## config.mk

```make
export PLATFORM = sky130hd
export DESIGN_NAME = alu_seq_unit
export DESIGN_NICKNAME = d
export VERILOG_FILES = /design/src/rtl/alu_pkg.sv /design/src/rtl/alu.sv /design/src/rtl/alu_seq_unit.sv
export SDC_FILE = /design/constraint.sdc
export NUM_CORES = 1
export LEC_CHECK = 0
export CORE_MARGIN = 2
export CORE_UTILIZATION = 35
export CTS_CLUSTER_SIZE = 10
export DETAILED_ROUTE_END_ITERATION = 10
export SLEW_MARGIN = 0
export SYNTH_ARGS = -nofsm -noshare
export SYNTH_HDL_FRONTEND = slang
export SYNTH_SLANG_ARGS = --single-unit
```

## constraint.sdc

```tcl
create_clock -name clk -period 3.8 [get_ports clk]
set_input_delay 0.95 -clock clk [delete_from_list [all_inputs] [get_ports clk]]
set_output_delay 0.95 -clock clk [all_outputs]
set_load 0.02 [all_outputs]
```

## src/rtl/alu_pkg.sv

```systemverilog
// Shared definitions for the sequenced ALU: opcodes, FSM states and default widths.
package alu_pkg;

  localparam int DEFAULT_DATA_WIDTH = 32;
  localparam int DEFAULT_CTRL_WIDTH = 4;

  localparam logic [3:0] ALU_AND = 4'b0000;
  localparam logic [3:0] ALU_OR  = 4'b0001;
  localparam logic [3:0] ALU_ADD = 4'b0010;
  localparam logic [3:0] ALU_SUB = 4'b0110;
  localparam logic [3:0] ALU_SLL = 4'b1000;
  localparam logic [3:0] ALU_SRL = 4'b1001;

  typedef enum logic [1:0] {
    ST_IDLE = 2'd0,
    ST_EXEC = 2'd1,
    ST_DONE = 2'd2
  } state_t;

endpackage

```

## src/rtl/alu.sv

```systemverilog
// Combinational single-cycle ALU. Shift opcodes pass operand a through unchanged;
// the sequencer around it performs the actual bit-serial shift.
module alu
  import alu_pkg::*;
#(
  parameter int DATA_WIDTH     = DEFAULT_DATA_WIDTH,
  parameter int ALU_CTRL_WIDTH = DEFAULT_CTRL_WIDTH
) (
  input  logic [ALU_CTRL_WIDTH-1:0] ctrl,
  input  logic [DATA_WIDTH-1:0]     a,
  input  logic [DATA_WIDTH-1:0]     b,
  output logic [DATA_WIDTH-1:0]     result,
  output logic                      carry,
  output logic                      illegal
);

  logic [DATA_WIDTH:0] sum;

  always_comb begin
    result  = '0;
    carry   = 1'b0;
    illegal = 1'b0;
    sum     = {1'b0, a} + {1'b0, b};
    case (ctrl)
      ALU_CTRL_WIDTH'(ALU_ADD): begin
        result = sum[DATA_WIDTH-1:0];
        carry  = sum[DATA_WIDTH];
      end
      ALU_CTRL_WIDTH'(ALU_SUB): result = a - b;
      ALU_CTRL_WIDTH'(ALU_AND): result = a & b;
      ALU_CTRL_WIDTH'(ALU_OR):  result = a | b;
      ALU_CTRL_WIDTH'(ALU_SLL),
      ALU_CTRL_WIDTH'(ALU_SRL): result = a;
      default:                  illegal = 1'b1;
    endcase
  end

endmodule

```

## src/rtl/alu_seq_unit.sv

```systemverilog
// Request/response wrapper around the ALU: single-cycle ops finish in one cycle,
// SLL/SRL shift one bit per cycle in a local shift register.
module alu_seq_unit
  import alu_pkg::*;
#(
  parameter int DATA_WIDTH     = DEFAULT_DATA_WIDTH,
  parameter int ALU_CTRL_WIDTH = DEFAULT_CTRL_WIDTH
) (
  input  logic                      clk,
  input  logic                      rst,
  input  logic                      req_valid,
  output logic                      req_ready,
  input  logic [ALU_CTRL_WIDTH-1:0] req_ctrl,
  input  logic [DATA_WIDTH-1:0]     req_a,
  input  logic [DATA_WIDTH-1:0]     req_b,
  output logic                      rsp_valid,
  input  logic                      rsp_ready,
  output logic [DATA_WIDTH-1:0]     rsp_result,
  output logic                      rsp_zero,
  output logic                      rsp_overflow,
  output logic                      rsp_exception
);

  localparam int SHAMT_W = $clog2(DATA_WIDTH);

  state_t                state_reg, state_next;
  logic [DATA_WIDTH-1:0] result_reg, result_next;
  logic [DATA_WIDTH-1:0] shift_reg, shift_next;
  logic [SHAMT_W-1:0]    count_reg, count_next;
  logic                  dir_right_reg, dir_right_next;
  logic                  overflow_reg, overflow_next;
  logic                  exception_reg, exception_next;

  logic [DATA_WIDTH-1:0] alu_result;
  logic                  alu_carry;
  logic                  alu_illegal;
  logic [SHAMT_W-1:0]    shamt;
  logic                  is_shift;
  logic [DATA_WIDTH-1:0] shifted;

  alu #(
    .DATA_WIDTH    (DATA_WIDTH),
    .ALU_CTRL_WIDTH(ALU_CTRL_WIDTH)
  ) u_alu (
    .ctrl   (req_ctrl),
    .a      (req_a),
    .b      (req_b),
    .result (alu_result),
    .carry  (alu_carry),
    .illegal(alu_illegal)
  );

  assign shamt    = req_b[SHAMT_W-1:0];
  assign is_shift = (req_ctrl == ALU_CTRL_WIDTH'(ALU_SLL)) ||
                    (req_ctrl == ALU_CTRL_WIDTH'(ALU_SRL));
  assign shifted  = dir_right_reg ? (shift_reg >> 1) : (shift_reg << 1);

  always_ff @(posedge clk) begin
    if (rst) begin
      state_reg     <= ST_IDLE;
      result_reg    <= '0;
      shift_reg     <= '0;
      count_reg     <= '0;
      dir_right_reg <= 1'b0;
      overflow_reg  <= 1'b0;
      exception_reg <= 1'b0;
    end else begin
      state_reg     <= state_next;
      result_reg    <= result_next;
      shift_reg     <= shift_next;
      count_reg     <= count_next;
      dir_right_reg <= dir_right_next;
      overflow_reg  <= overflow_next;
      exception_reg <= exception_next;
    end
  end

  always_comb begin
    state_next     = state_reg;
    result_next    = result_reg;
    shift_next     = shift_reg;
    count_next     = count_reg;
    dir_right_next = dir_right_reg;
    overflow_next  = overflow_reg;
    exception_next = exception_reg;
    case (state_reg)
      ST_IDLE: begin
        if (req_valid) begin
          if (is_shift && (shamt != '0)) begin
            shift_next     = req_a;
            count_next     = shamt;
            dir_right_next = (req_ctrl == ALU_CTRL_WIDTH'(ALU_SRL));
            state_next     = ST_EXEC;
          end else begin
            // Zero shift amount lands here too: the ALU passes a through.
            result_next    = alu_result;
            overflow_next  = alu_carry;
            exception_next = alu_illegal;
            state_next     = ST_DONE;
          end
        end
      end
      ST_EXEC: begin
        shift_next = shifted;
        count_next = count_reg - 1'b1;
        if (count_reg == SHAMT_W'(1)) begin
          result_next    = shifted;
          overflow_next  = 1'b0;
          exception_next = 1'b0;
          state_next     = ST_DONE;
        end
      end
      ST_DONE: begin
        if (rsp_ready) begin
          result_next    = '0;
          overflow_next  = 1'b0;
          exception_next = 1'b0;
          state_next     = ST_IDLE;
        end
      end
      default: state_next = ST_IDLE;
    endcase
  end

  assign req_ready     = (state_reg == ST_IDLE);
  assign rsp_valid     = (state_reg == ST_DONE);
  assign rsp_result    = rsp_valid ? result_reg : '0;
  assign rsp_zero      = rsp_valid && (result_reg == '0);
  assign rsp_overflow  = rsp_valid && overflow_reg;
  assign rsp_exception = rsp_valid && exception_reg;

endmodule

```

==> run_summary.xml <==
<?xml version="1.0" encoding="UTF-8"?>
<metrics>
  <group name="pwr">
    <metric name="share_comb_of_total_power" unit="%">47.8</metric>
    <metric name="power_switching_share" unit="%">38.4</metric>
    <metric name="p_clk_share" unit="%">26.8</metric>
    <metric name="p_int" unit="mW">2.12</metric>
    <metric name="vdd.ir_drop.worst" unit="mV">0.260</metric>
    <metric name="post-layout-total-power" unit="mW">3.45</metric>
    <metric name="p_sw" unit="mW">1.32</metric>
    <metric name="powerDensity" unit="nW/um2">269</metric>
    <metric name="total_leakage_power" unit="nW">5.27</metric>
    <metric name="power.sequential.fraction" unit="%">25.4</metric>
  </group>
  <group name="routing">
    <metric name="routed-via-count" unit="">10865</metric>
    <metric name="drcViolationCount" unit="">0</metric>
    <metric name="drt_wl_total" unit="mm">38.5</metric>
    <metric name="dr.pass1.iters" unit="">5</metric>
    <metric name="vias_per_cell" unit="">5.62</metric>
    <metric name="detail-route-antenna-nets" unit="">0</metric>
    <metric name="violation_count_after_the_first_detailed_routing_iteration" unit="">1045</metric>
    <metric name="post_drt_wl_per_cell" unit="um">19.9</metric>
  </group>
  <group name="placement">
    <metric name="gpl_congestion" unit="">0.982</metric>
    <metric name="pre_cts_setup_slack" unit="ps">-496</metric>
    <metric name="io_buffer_count" unit="">108</metric>
    <metric name="hpwlAfterDp" unit="mm">30.9</metric>
  </group>
  <group name="clock_network">
    <metric name="htree_num_levels" unit="">3</metric>
    <metric name="cts.sink_count" unit="">74</metric>
    <metric name="clk-insertion-delay-late" unit="ps">330</metric>
    <metric name="cts_tree" unit="">done</metric>
    <metric name="cts_inserted_buffers" unit="">9</metric>
    <metric name="cts.clk_slew.worst_paths" unit="ps">60</metric>
    <metric name="cts-root-buf" unit="">clkbuf_16</metric>
    <metric name="cts-root-to-sink-buffers" unit="">2</metric>
  </group>
  <group name="layout">
    <metric name="layout-area-overhead-vs-synth" unit="%">39.7</metric>
    <metric name="antennaDiodeCount" unit="">0</metric>
    <metric name="layout-drive-gt1-share" unit="%">21.3</metric>
    <metric name="area.sequential" unit="um2">1480</metric>
    <metric name="finalNetCount" unit="">1776</metric>
    <metric name="multi_input_area" unit="um2">7270</metric>
    <metric name="filler_cell_count" unit="">2563</metric>
  </group>
  <group name="global_routing">
    <metric name="grt_pass1_vias" unit="">9954</metric>
    <metric name="groute.usage.overall" unit="%">26.9</metric>
    <metric name="largest_net_degree_at_the_start_of_global_routing" unit="">73</metric>
    <metric name="grt_antenna_before_repair" unit="">0</metric>
    <metric name="global_route.overflow_total" unit="">0</metric>
    <metric name="grt_first_pass_wirelength" unit="mm">58.9</metric>
  </group>
  <group name="setup_path">
    <metric name="endpoint_kind" unit="">flop</metric>
    <metric name="worst_ep_required_time" unit="ps">4060</metric>
    <metric name="worstSetupPathType" unit="">input port to flop</metric>
    <metric name="worst_ep_arrival_time" unit="ps">4000</metric>
    <metric name="worst-path-max-fanout" unit="">4</metric>
    <metric name="critical_path.startpoint_type" unit="">input port</metric>
  </group>
  <group name="synth">
    <metric name="most_instantiated_cells_after_synthesis" unit="">157 x a21oi_1, 129 x nand2_1, 113 x nor2_1</metric>
    <metric name="synth.cell_area" unit="um2">9190</metric>
    <metric name="async_flop_share" unit="%">0</metric>
    <metric name="yosys.cell_types.count" unit="">76</metric>
    <metric name="netlist.area_leader.share" unit="%">16.1</metric>
    <metric name="synthFlopType" unit="">dfxtp_1</metric>
    <metric name="synth_enable_flop_cells" unit="">0</metric>
    <metric name="post_synth.cell_area_avg" unit="um2">6.96</metric>
    <metric name="most_repeated_cell_in_the_gate_level_netlist_after_synthesis" unit="">a21oi_1</metric>
    <metric name="yosysWarnings" unit="">0</metric>
    <metric name="ys_ff_latch" unit="">74</metric>
    <metric name="synth_top_area_cell" unit="">dfxtp_1</metric>
    <metric name="synthesis.nets" unit="">1503</metric>
    <metric name="syn_inst" unit="">1320</metric>
    <metric name="yosys-top-cells-area" unit="">dfxtp_1 16%, ha_1 15%, a21oi_1 8.6%, nand2_1 5.3%, nor2_1 4.6%</metric>
    <metric name="synth_sequential_area_ratio" unit="%">16.1</metric>
  </group>
  <group name="timing">
    <metric name="max_slew.worst_pin.slew" unit="ps">699</metric>
    <metric name="period_minus_slack" unit="ps">3740</metric>
    <metric name="setup_ws" unit="ps">63.9</metric>
    <metric name="maxClockFrequency" unit="GHz">0.268</metric>
    <metric name="hold_viol_final" unit="">0</metric>
    <metric name="slew-limit-headroom" unit="%">53.4</metric>
    <metric name="rsz0062_at_grt" unit="">yes</metric>
    <metric name="final-setup-viol-count" unit="">0</metric>
    <metric name="finalClockSkew" unit="ps">7.58</metric>
    <metric name="report.final.slew_viol_count" unit="">0</metric>
    <metric name="final.period_utilization" unit="%">98.3</metric>
  </group>
  <group name="floorplanning">
    <metric name="die_span_in_y" unit="um">166</metric>
    <metric name="fp.coreArea" unit="um2">25900</metric>
    <metric name="fp.dieW" unit="um">166</metric>
    <metric name="num_rows" unit="">59</metric>
    <metric name="pin_count" unit="">109</metric>
    <metric name="design.die.area" unit="um2">27600</metric>
    <metric name="floorplan.initialDensity" unit="%">35.4</metric>
  </group>
  <group name="worst_hold_path">
    <metric name="worst_min_delay_path_category" unit="">flop to flop</metric>
  </group>
  <group name="run">
    <metric name="drv_cap" unit="">0</metric>
  </group>
  <group name="run_status">
    <metric name="run_status" unit="">complete, no violations</metric>
  </group>
</metrics>
## final timing paths
kind | from | end | slack, ps | cells past startpoint
hold / removal | overflow_reg$_SDFFE_PP0P_ | overflow_reg$_SDFFE_PP0P_ | 450 | 2
setup / recovery | req_a[3] | result_reg[29]$_SDFFE_PP0P_ | 60 | 13
hold reg to reg | overflow_reg$_SDFFE_PP0P_ | overflow_reg$_SDFFE_PP0P_ | 450 | 2
setup reg to reg | state_reg[1]$_SDFFE_PP0P_ | result_reg[27]$_SDFFE_PP0P_ | 880 | 14
## metrics by stage
step           hold WS (ps)  utilization, %  instance area (um2)  TNS (ps)  std cells
3_3_place_gp            439            47.0                12200     -5990       1913
5_1_grt                 478            49.5                12800     -86.9       1933
3_5_place_dp            447            47.0                12200     -7030       1913
2_1_floorplan           427               -                 9190         0       1320
4_1_cts                 453            48.6                12600         0       1930
6_report                454            49.5                12800         0       1933
## logic make-up (layout without fill, tap and decap cells)
logic type	Yosys count	in the layout	share of synthesized area [%]
compound gates	454	454	31.7
simple gates	415	415	21.3
buf+inv	195	473	8.15
fa+ha+maj	111	111	15.3
flops	74	74	16.1
mux	43	43	4.75
xor+xnor	28	28	2.67
## layer usage
metal  global-route usage [%]  wire (um)  vias up
met2                     40.4      16300      417
met5                        0          0        -
met4                     6.96        914        0
met3                     5.60       3200       53
li1                         -          -     5278
met1                     38.9      18100     5117
## power by group through the flow
stage	Clock (mW)	Combinational, mW	Sequential (mW)
finish	0.922	1.65	0.876
global route	0.961	1.78	0.880
CTS	0.930	1.58	0.874
detailed placement	0	1.55	0.890
global placement	0	1.55	0.890
floorplan	0	0.836	0.867
## critical path: stages
cell and delay (ps):
clkdlybuf4s50_1 470, inv_1 70, ha_4 280, nand3_2 70, o211a_4 250, buf_4 140, o21ai_4 130, a41oi_2 200
a211oi_2 330, o221ai_2 180, o31a_1 280, or4b_1 500, a31oi_1 130
## layout make-up
type,instances,area share [%]
clock buffer,9,1.76
timing repair buffer,354,23.0
tap,335,3.27
multi-input combinational,1051,56.7
inverter,103,3.01
sequential,74,11.6
clock inverter,7,0.732
## repair_timing
action	CTS	global route
gates cloned	0	0
setup buffers	1	3
resized for setup	27	41
hold buffers	0	0
pin swaps	10	18
hold endpoints to repair	0	0
endpoints found under the setup margin	12	19
## cell usage in the layout, fill, tap and decap left out, types with 17 or more instances in the layout
master,instances
nor2_1,112
buf_4,243
o21bai_1,17
ha_1,99
mux2i_1,38
nand2_1,128
o21ai_0,73
and2_1,35
xnor2_1,22
clkdlybuf4s50_1,97
a21oi_1,153
a211oi_1,44
o211ai_1,35
inv_1,96
nor3_1,43
dfxtp_1,73
Note: power is estimated with default switching activity, not from simulation.
